==> src/rtl/smp8_pkg.sv <==
// Purpose: shared types and constants for the smp8 memory-response slave.
// Latency: n/a (declarations only).
// Backpressure: n/a.
package smp8_pkg;

    // Data path width of the slave.
    localparam int DW = 8;

    // Memory-mapped I/O locations; every lower address goes to the RAM.
    localparam logic [7:0] PORT_IN_ADDR  = 8'hFE;
    localparam logic [7:0] PORT_OUT_ADDR = 8'hFF;

    // Transaction sequencer states.
    typedef enum logic [1:0] {
        IDLE = 2'd0,
        WAIT = 2'd1,
        RESP = 2'd2
    } state_t;

    // True for addresses backed by the RAM (0x00-0xFD).
    function automatic logic is_ram_addr(input logic [7:0] a);
        return (a < PORT_IN_ADDR);
    endfunction

endpackage

==> src/rtl/smp8_ram256.sv <==
// Purpose: 256x8 storage array, synchronous write, combinational read, no reset.
// Latency: write commits on the rising edge; read data follows addr_i combinationally.
// Backpressure: none, every write strobe is taken.
//
// Ports:
//   clk_i     clock
//   we_i      write strobe, sampled on the rising edge
//   addr_i    shared read/write address
//   wdata_i   write data
//   rdata_o   read data at addr_i
module smp8_ram256
    import smp8_pkg::*;
(
    input  logic          clk_i,
    input  logic          we_i,
    input  logic [7:0]    addr_i,
    input  logic [DW-1:0] wdata_i,
    output logic [DW-1:0] rdata_o
);

    // Contents are deliberately left unreset so this maps onto plain RAM.
    logic [DW-1:0] mem_q [256];

    always_ff @(posedge clk_i) begin
        if (we_i) begin
            mem_q[addr_i] <= wdata_i;
        end
    end

    assign rdata_o = mem_q[addr_i];

endmodule

==> src/rtl/smp8_memresp.sv <==
// Purpose: single-outstanding memory slave: 256x8 RAM plus port_in (0xFE) / port_out (0xFF).
// Latency: rvalid is high in the cycle after WAIT_CYCLES wait states; one txn every WAIT_CYCLES+2 cycles.
// Backpressure: ready_o is high only in IDLE; requests while busy are dropped, not queued.
//
// Ports:
//   clk_i, reset_i        clock, asynchronous active-high reset
//   req_i, we_i           request strobe, 1=write / 0=read
//   addr_i, wdata_i       byte address and write data, latched on accept
//   ready_o, busy_o       IDLE indicator / WAIT-or-RESP indicator
//   rvalid_o, rdata_o     one-cycle completion pulse, response data (held until next response)
//   port_out_o, port_in_i memory-mapped output register and input port
module smp8_memresp
    import smp8_pkg::*;
#(
    parameter int unsigned WAIT_CYCLES = 2
) (
    input  logic          clk_i,
    input  logic          reset_i,
    input  logic          req_i,
    input  logic          we_i,
    input  logic [7:0]    addr_i,
    input  logic [DW-1:0] wdata_i,
    output logic          ready_o,
    output logic          rvalid_o,
    output logic [DW-1:0] rdata_o,
    output logic          busy_o,
    output logic [DW-1:0] port_out_o,
    input  logic [DW-1:0] port_in_i
);

    // Counter start value on entering WAIT; unused when there are no wait states.
    localparam logic [3:0] CNT_LOAD = (WAIT_CYCLES > 0) ? 4'(WAIT_CYCLES - 1) : 4'd0;

    state_t        state_q, state_d;
    logic [3:0]    cnt_q, cnt_d;
    logic          we_q;
    logic [7:0]    addr_q;
    logic [DW-1:0] wdata_q;
    logic [DW-1:0] rdata_q, rdata_d;
    logic [DW-1:0] port_out_q, port_out_d;

    logic          accept;
    logic          commit;
    logic          txn_we;
    logic [7:0]    txn_addr;
    logic [DW-1:0] txn_wdata;
    logic          ram_we;
    logic [DW-1:0] ram_rdata;

    assign accept = req_i && (state_q == IDLE);

    // With zero wait states the commit edge is the accept edge itself, so the
    // latches are not yet loaded; take the live inputs in that case.
    assign txn_we    = (state_q == IDLE) ? we_i    : we_q;
    assign txn_addr  = (state_q == IDLE) ? addr_i  : addr_q;
    assign txn_wdata = (state_q == IDLE) ? wdata_i : wdata_q;

    // RESP is always entered from IDLE or WAIT, so this is the entry edge.
    assign commit = (state_d == RESP);
    assign ram_we = commit && txn_we && is_ram_addr(txn_addr);

    // ---------------------------------------------------------------
    // Sequencer: next state and wait counter
    // ---------------------------------------------------------------
    always_comb begin
        state_d = state_q;
        cnt_d   = cnt_q;
        unique case (state_q)
            IDLE: begin
                if (accept) begin
                    state_d = (WAIT_CYCLES == 0) ? RESP : WAIT;
                    cnt_d   = CNT_LOAD;
                end
            end
            WAIT: begin
                if (cnt_q == 4'd0) begin
                    state_d = RESP;
                end else begin
                    cnt_d = cnt_q - 4'd1;
                end
            end
            RESP: begin
                state_d = IDLE;
            end
            default: begin
                state_d = IDLE;
                cnt_d   = 4'd0;
            end
        endcase
    end

    // ---------------------------------------------------------------
    // Response data and output port update on the commit edge
    // ---------------------------------------------------------------
    always_comb begin
        rdata_d    = rdata_q;
        port_out_d = port_out_q;
        if (commit) begin
            if (txn_we) begin
                // A write answers with its own data, whatever the target.
                rdata_d = txn_wdata;
                if (txn_addr == PORT_OUT_ADDR) begin
                    port_out_d = txn_wdata;
                end
            end else if (txn_addr == PORT_OUT_ADDR) begin
                rdata_d = port_out_q;
            end else if (txn_addr == PORT_IN_ADDR) begin
                rdata_d = port_in_i;
            end else begin
                rdata_d = ram_rdata;
            end
        end
    end

    // ---------------------------------------------------------------
    // State registers
    // ---------------------------------------------------------------
    always_ff @(posedge clk_i or posedge reset_i) begin
        if (reset_i) begin
            state_q    <= IDLE;
            cnt_q      <= 4'd0;
            rdata_q    <= '0;
            port_out_q <= '0;
        end else begin
            state_q    <= state_d;
            cnt_q      <= cnt_d;
            rdata_q    <= rdata_d;
            port_out_q <= port_out_d;
        end
    end

    // Request latches: frozen after accept so the initiator may change its
    // inputs freely while the transaction is in flight.
    always_ff @(posedge clk_i or posedge reset_i) begin
        if (reset_i) begin
            we_q    <= 1'b0;
            addr_q  <= 8'h00;
            wdata_q <= '0;
        end else if (accept) begin
            we_q    <= we_i;
            addr_q  <= addr_i;
            wdata_q <= wdata_i;
        end
    end

    smp8_ram256 u_ram (
        .clk_i   (clk_i),
        .we_i    (ram_we),
        .addr_i  (txn_addr),
        .wdata_i (txn_wdata),
        .rdata_o (ram_rdata)
    );

    assign ready_o    = (state_q == IDLE);
    assign busy_o     = (state_q == WAIT) || (state_q == RESP);
    assign rvalid_o   = (state_q == RESP);
    assign rdata_o    = rdata_q;
    assign port_out_o = port_out_q;

endmodule

==> config.mk <==
export PLATFORM = sky130hd
export DESIGN_NAME = smp8_memresp
export DESIGN_NICKNAME = d
export VERILOG_FILES = /design/src/rtl/smp8_pkg.sv /design/src/rtl/smp8_ram256.sv /design/src/rtl/smp8_memresp.sv
export SDC_FILE = /design/constraint.sdc
export NUM_CORES = 2
export LEC_CHECK = 0
export CAP_MARGIN = 20
export CORE_MARGIN = 2
export CORE_UTILIZATION = 30
export CTS_CLUSTER_DIAMETER = 120
export DETAILED_ROUTE_END_ITERATION = 8
export GPL_TIMING_DRIVEN = 0
export PLACE_DENSITY_LB_ADDON = 0.05
export REMOVE_ABC_BUFFERS = 1
export SETUP_SLACK_MARGIN = 0.1
export SYNTH_ARGS = -nofsm -noshare
export SYNTH_HDL_FRONTEND = slang
export SYNTH_HIERARCHICAL = 1
export SYNTH_SLANG_ARGS = --single-unit
==> constraint.sdc <==
create_clock -name clk_i -period 4.2 [get_ports clk_i]
set_input_delay 0.42 -clock clk_i [delete_from_list [all_inputs] [get_ports clk_i]]
set_output_delay 0.42 -clock clk_i [all_outputs]
set_load 0.02 [all_outputs]
==> key figures <==
Run status
  • Status: finished with violations
  • Violated checks: setup timing

Yosys
  • Sequential share of the synthesized area: 0.7753
  • Cell accounting for the most synthesized area: edfxtp_1
  • Cells after synthesis: 3724
  • Commonest cells post-synth: edfxtp_1, mux4_2, a22oi_1, nor2_1, clkbuf_1
  • FF+latch count, synth: 2087
  • Top cell type's share of synthesized area: 0.7632
  • Synth unique cells: 42
  • Synth Warn #: 6
  • Count leader, synth: edfxtp_1
  • Ys flop type: edfxtp_1
  • Post-synth EDFFs: 2048
  • Synth area leaders: edfxtp_1, mux4_2, a22oi_1
  • Post-synthesis async set-or-reset flop share: 0.01869
  • Cell Area, Synth: 80580 um2
  • Post-Syn Area per Cell: 21.64 um2

Pwr
  • Pwr dens: 747.1 nW/um2
  • LEAKAGE: 30.94 nW
  • IR drop worst, VDD: 0.5203 mV

Final layout
  • Area of the multi-input gates: 20020 um2
  • # nets final: 4167
  • Register Area: 62470 um2
  • Final Instance Area: 100500 um2
  • Layout cells sized above 1: 0.4007
  • Area growth syn-to-layout: 24.77%
  • Filler cell count: 24430

Min path
  • Worst Hold Class: primary input to flip-flop

Timing
  • Clock Skew: 0.05489 ns
  • Slew HR: 0.1780
  • Min Tclk post-route: 4.225 ns
  • Final WS setup: -0.02497 ns
  • Final Cycle Share: 1.006
  • RSZ-0062 raised after global routing: true
  • Setup_tns: -0.02497 ns
  • Slew Viols, Final: 0
  • Final hold violation count: 0
  • Fmax: 236.7 MHz
  • Tightest Pin Transition: 1.233 ns
  • Final setup fails: 1

Routing
  • Post-DRT Antenna Nets: 0
  • Per-cell routed wire length: 33.46 um
  • Drt pass-1 iters: 4
  • Vias per Instance: 5.074
  • Remaining DRCs: 0
  • Initial DRC Count: 3565
  • Vias: 39990
  • Total Wirelength: 263.6 mm

Worst setup path
  • R2R Setup Slk: -0.02 ns
  • WP data required: 4.91 ns
  • Setup Crit Path Kind: flip-flop to flip-flop
  • CP startpoint kind: flip-flop
  • Critical path fanouts, max: 22
  • Critical Path AT: 4.93 ns
  • Crit end category: flip-flop

Place
  • Area post-placement: 86810 um2
  • IO Port Bufs: 46
  • Gpl congestion: 0.6907
  • Hpwl dp: 140.9 mm
  • Pre-CTS WS: -2.993 ns

Clock tree
  • Clock sinks: 2087
  • H-tree levels: 4
  • Worst-skew pair later-pin latency: 0.89 ns
  • CTS tree: built
  • Clock Tree Buf Depth: 4
  • CTS Buf Count: 239
  • CTS root buf: clkbuf_16
  • CTS clock-pin slew for the worst setup and hold paths: 0.06 ns

Run
  • Max-cap violations: 0

Floorplanning
  • Io pins: 47
  • Die area: 272800 um2
  • Core area: 267700 um2
  • Die Span X: 522.3 um
  • Std-Cell Rows: 190
  • Height of the die: 522.3 um
  • Starting Density: 0.3010

Global routing
  • Largest net degree at the start of global routing: 117
  • Total grt overflow: 0
  • Initial antenna violation count: 4
  • Vias in the first global route: 40970
  • Total GRT Usage: 0.1867
  • Global-route wire length before repair: 350.6 mm
sequential cells by signal, indices dropped and copies added (netlist names):
register,count
wdata_q,8
port_out_o,8
cnt_q,4
addr_q,8
state_q,2
u_ram/mem_q,2048
we_q,1
rdata_o,8
worst paths after layout:
check / start / endpoint / depth (start not counted)
setup / recovery: state_q[1] / rdata_o[7] / 14
hold / removal: we_i / we_q / 2
setup reg to reg: state_q[1] / rdata_o[7] / 14
hold reg to reg: we_q / we_q / 1
max in group asynchronous: reset_i / cnt_q[1] / 4
min in group asynchronous: reset_i / wdata_q[6] / 3
cells by family (layout without fill, tap and decap cells):
kind of cell,after synthesis,in the layout,share of synthesized area
compound gates,441,441,0.03767
fa+ha+maj,6,6,0.0009316
buf+inv,259,857,0.01517
flops,2087,2087,0.7753
mux,570,573,0.1515
other cells,0,3,0
simple gates,361,361,0.01939
timing repair:
item	CTS	global route
hold endpoints to repair	39	0
pin swaps	88	58
setup endpoints to repair	2064	323
buffers inserted	144	57
hold buffers	1	0
resized for setup	508	139
cloned	31	21
layout by cell type, fill, tap and decap left out, types with 22 or more instances in the layout:
master           instances
a21oi_1                 85
a21oi_2                 41
a22oi_1                173
a22oi_2                 83
buf_12                  83
buf_16                  63
buf_4                  161
clkbuf_1                55
clkbuf_16              261
clkdlybuf4s50_1         46
clkinv_1                41
clkinv_2                57
dfrtp_1                 39
edfxtp_1              2048
mux2_2                  30
mux4_2                 512
nor2_2                  93
nor2_4                 134
nor3_4                  22
per-stage QoR:
stage / hold slack (ns) / util / std cells / power (mW)
2_1_floorplan: 0.4767 / - / 3482 / 37.84
3_5_place_dp: 0.4955 / 0.3243 / 7188 / 50.46
5_1_grt: 0.1627 / 0.3756 / 7878 / 78.07
3_3_place_gp: 0.4860 / 0.3150 / 7080 / 42.07
4_1_cts: 0.1275 / 0.3693 / 7797 / 74.49
6_report: 0.2015 / 0.3756 / 7880 / 75.11
metal layers:
metal / wire [um] / track usage / up-vias
met4: 7914 / 0.05354 / 0
met3: 11010 / 0.02816 / 327
met1: 115100 / 0.2566 / 22100
met2: 129600 / 0.3073 / 887
li1: - / - / 16670
met5: 0 / 0 / -
power by group:
part	internal, mW	switching, mW
registers	26.4	0.137
logic	10.7	17.8
clock network	11.7	8.44
total	48.8	26.3
final cells by class:
| cell class | instances | area share |
|---|---|---|
| inverters | 17 | 0.0009209 |
| repair buffers | 405 | 0.06012 |
| multi-input cells | 1381 | 0.1991 |
| flip-flops and latches | 2087 | 0.6214 |
| clock inverters | 126 | 0.01023 |
| clock buffers | 307 | 0.06377 |
| diodes | 3 | 0.00007467 |
| well taps | 3552 | 0.04420 |
| repair inverters | 2 | 0.0001742 |
worst max-delay path, stage by stage, from the launching register on:
cell and delay (ns):
dfrtp_1 0.39, inv_2 0.08, ha_4 0.20, buf_12 0.15
buf_12 0.14, mux2_8 0.45, buf_16 0.20, buf_16 0.22
mux4_2 0.33, a22oi_2 0.28, a21oi_2 0.11, o41ai_4 0.69
nand4_1 0.39, mux2i_1 0.22, a221oi_1 0.09
Power figures use the tool's default switching activity.
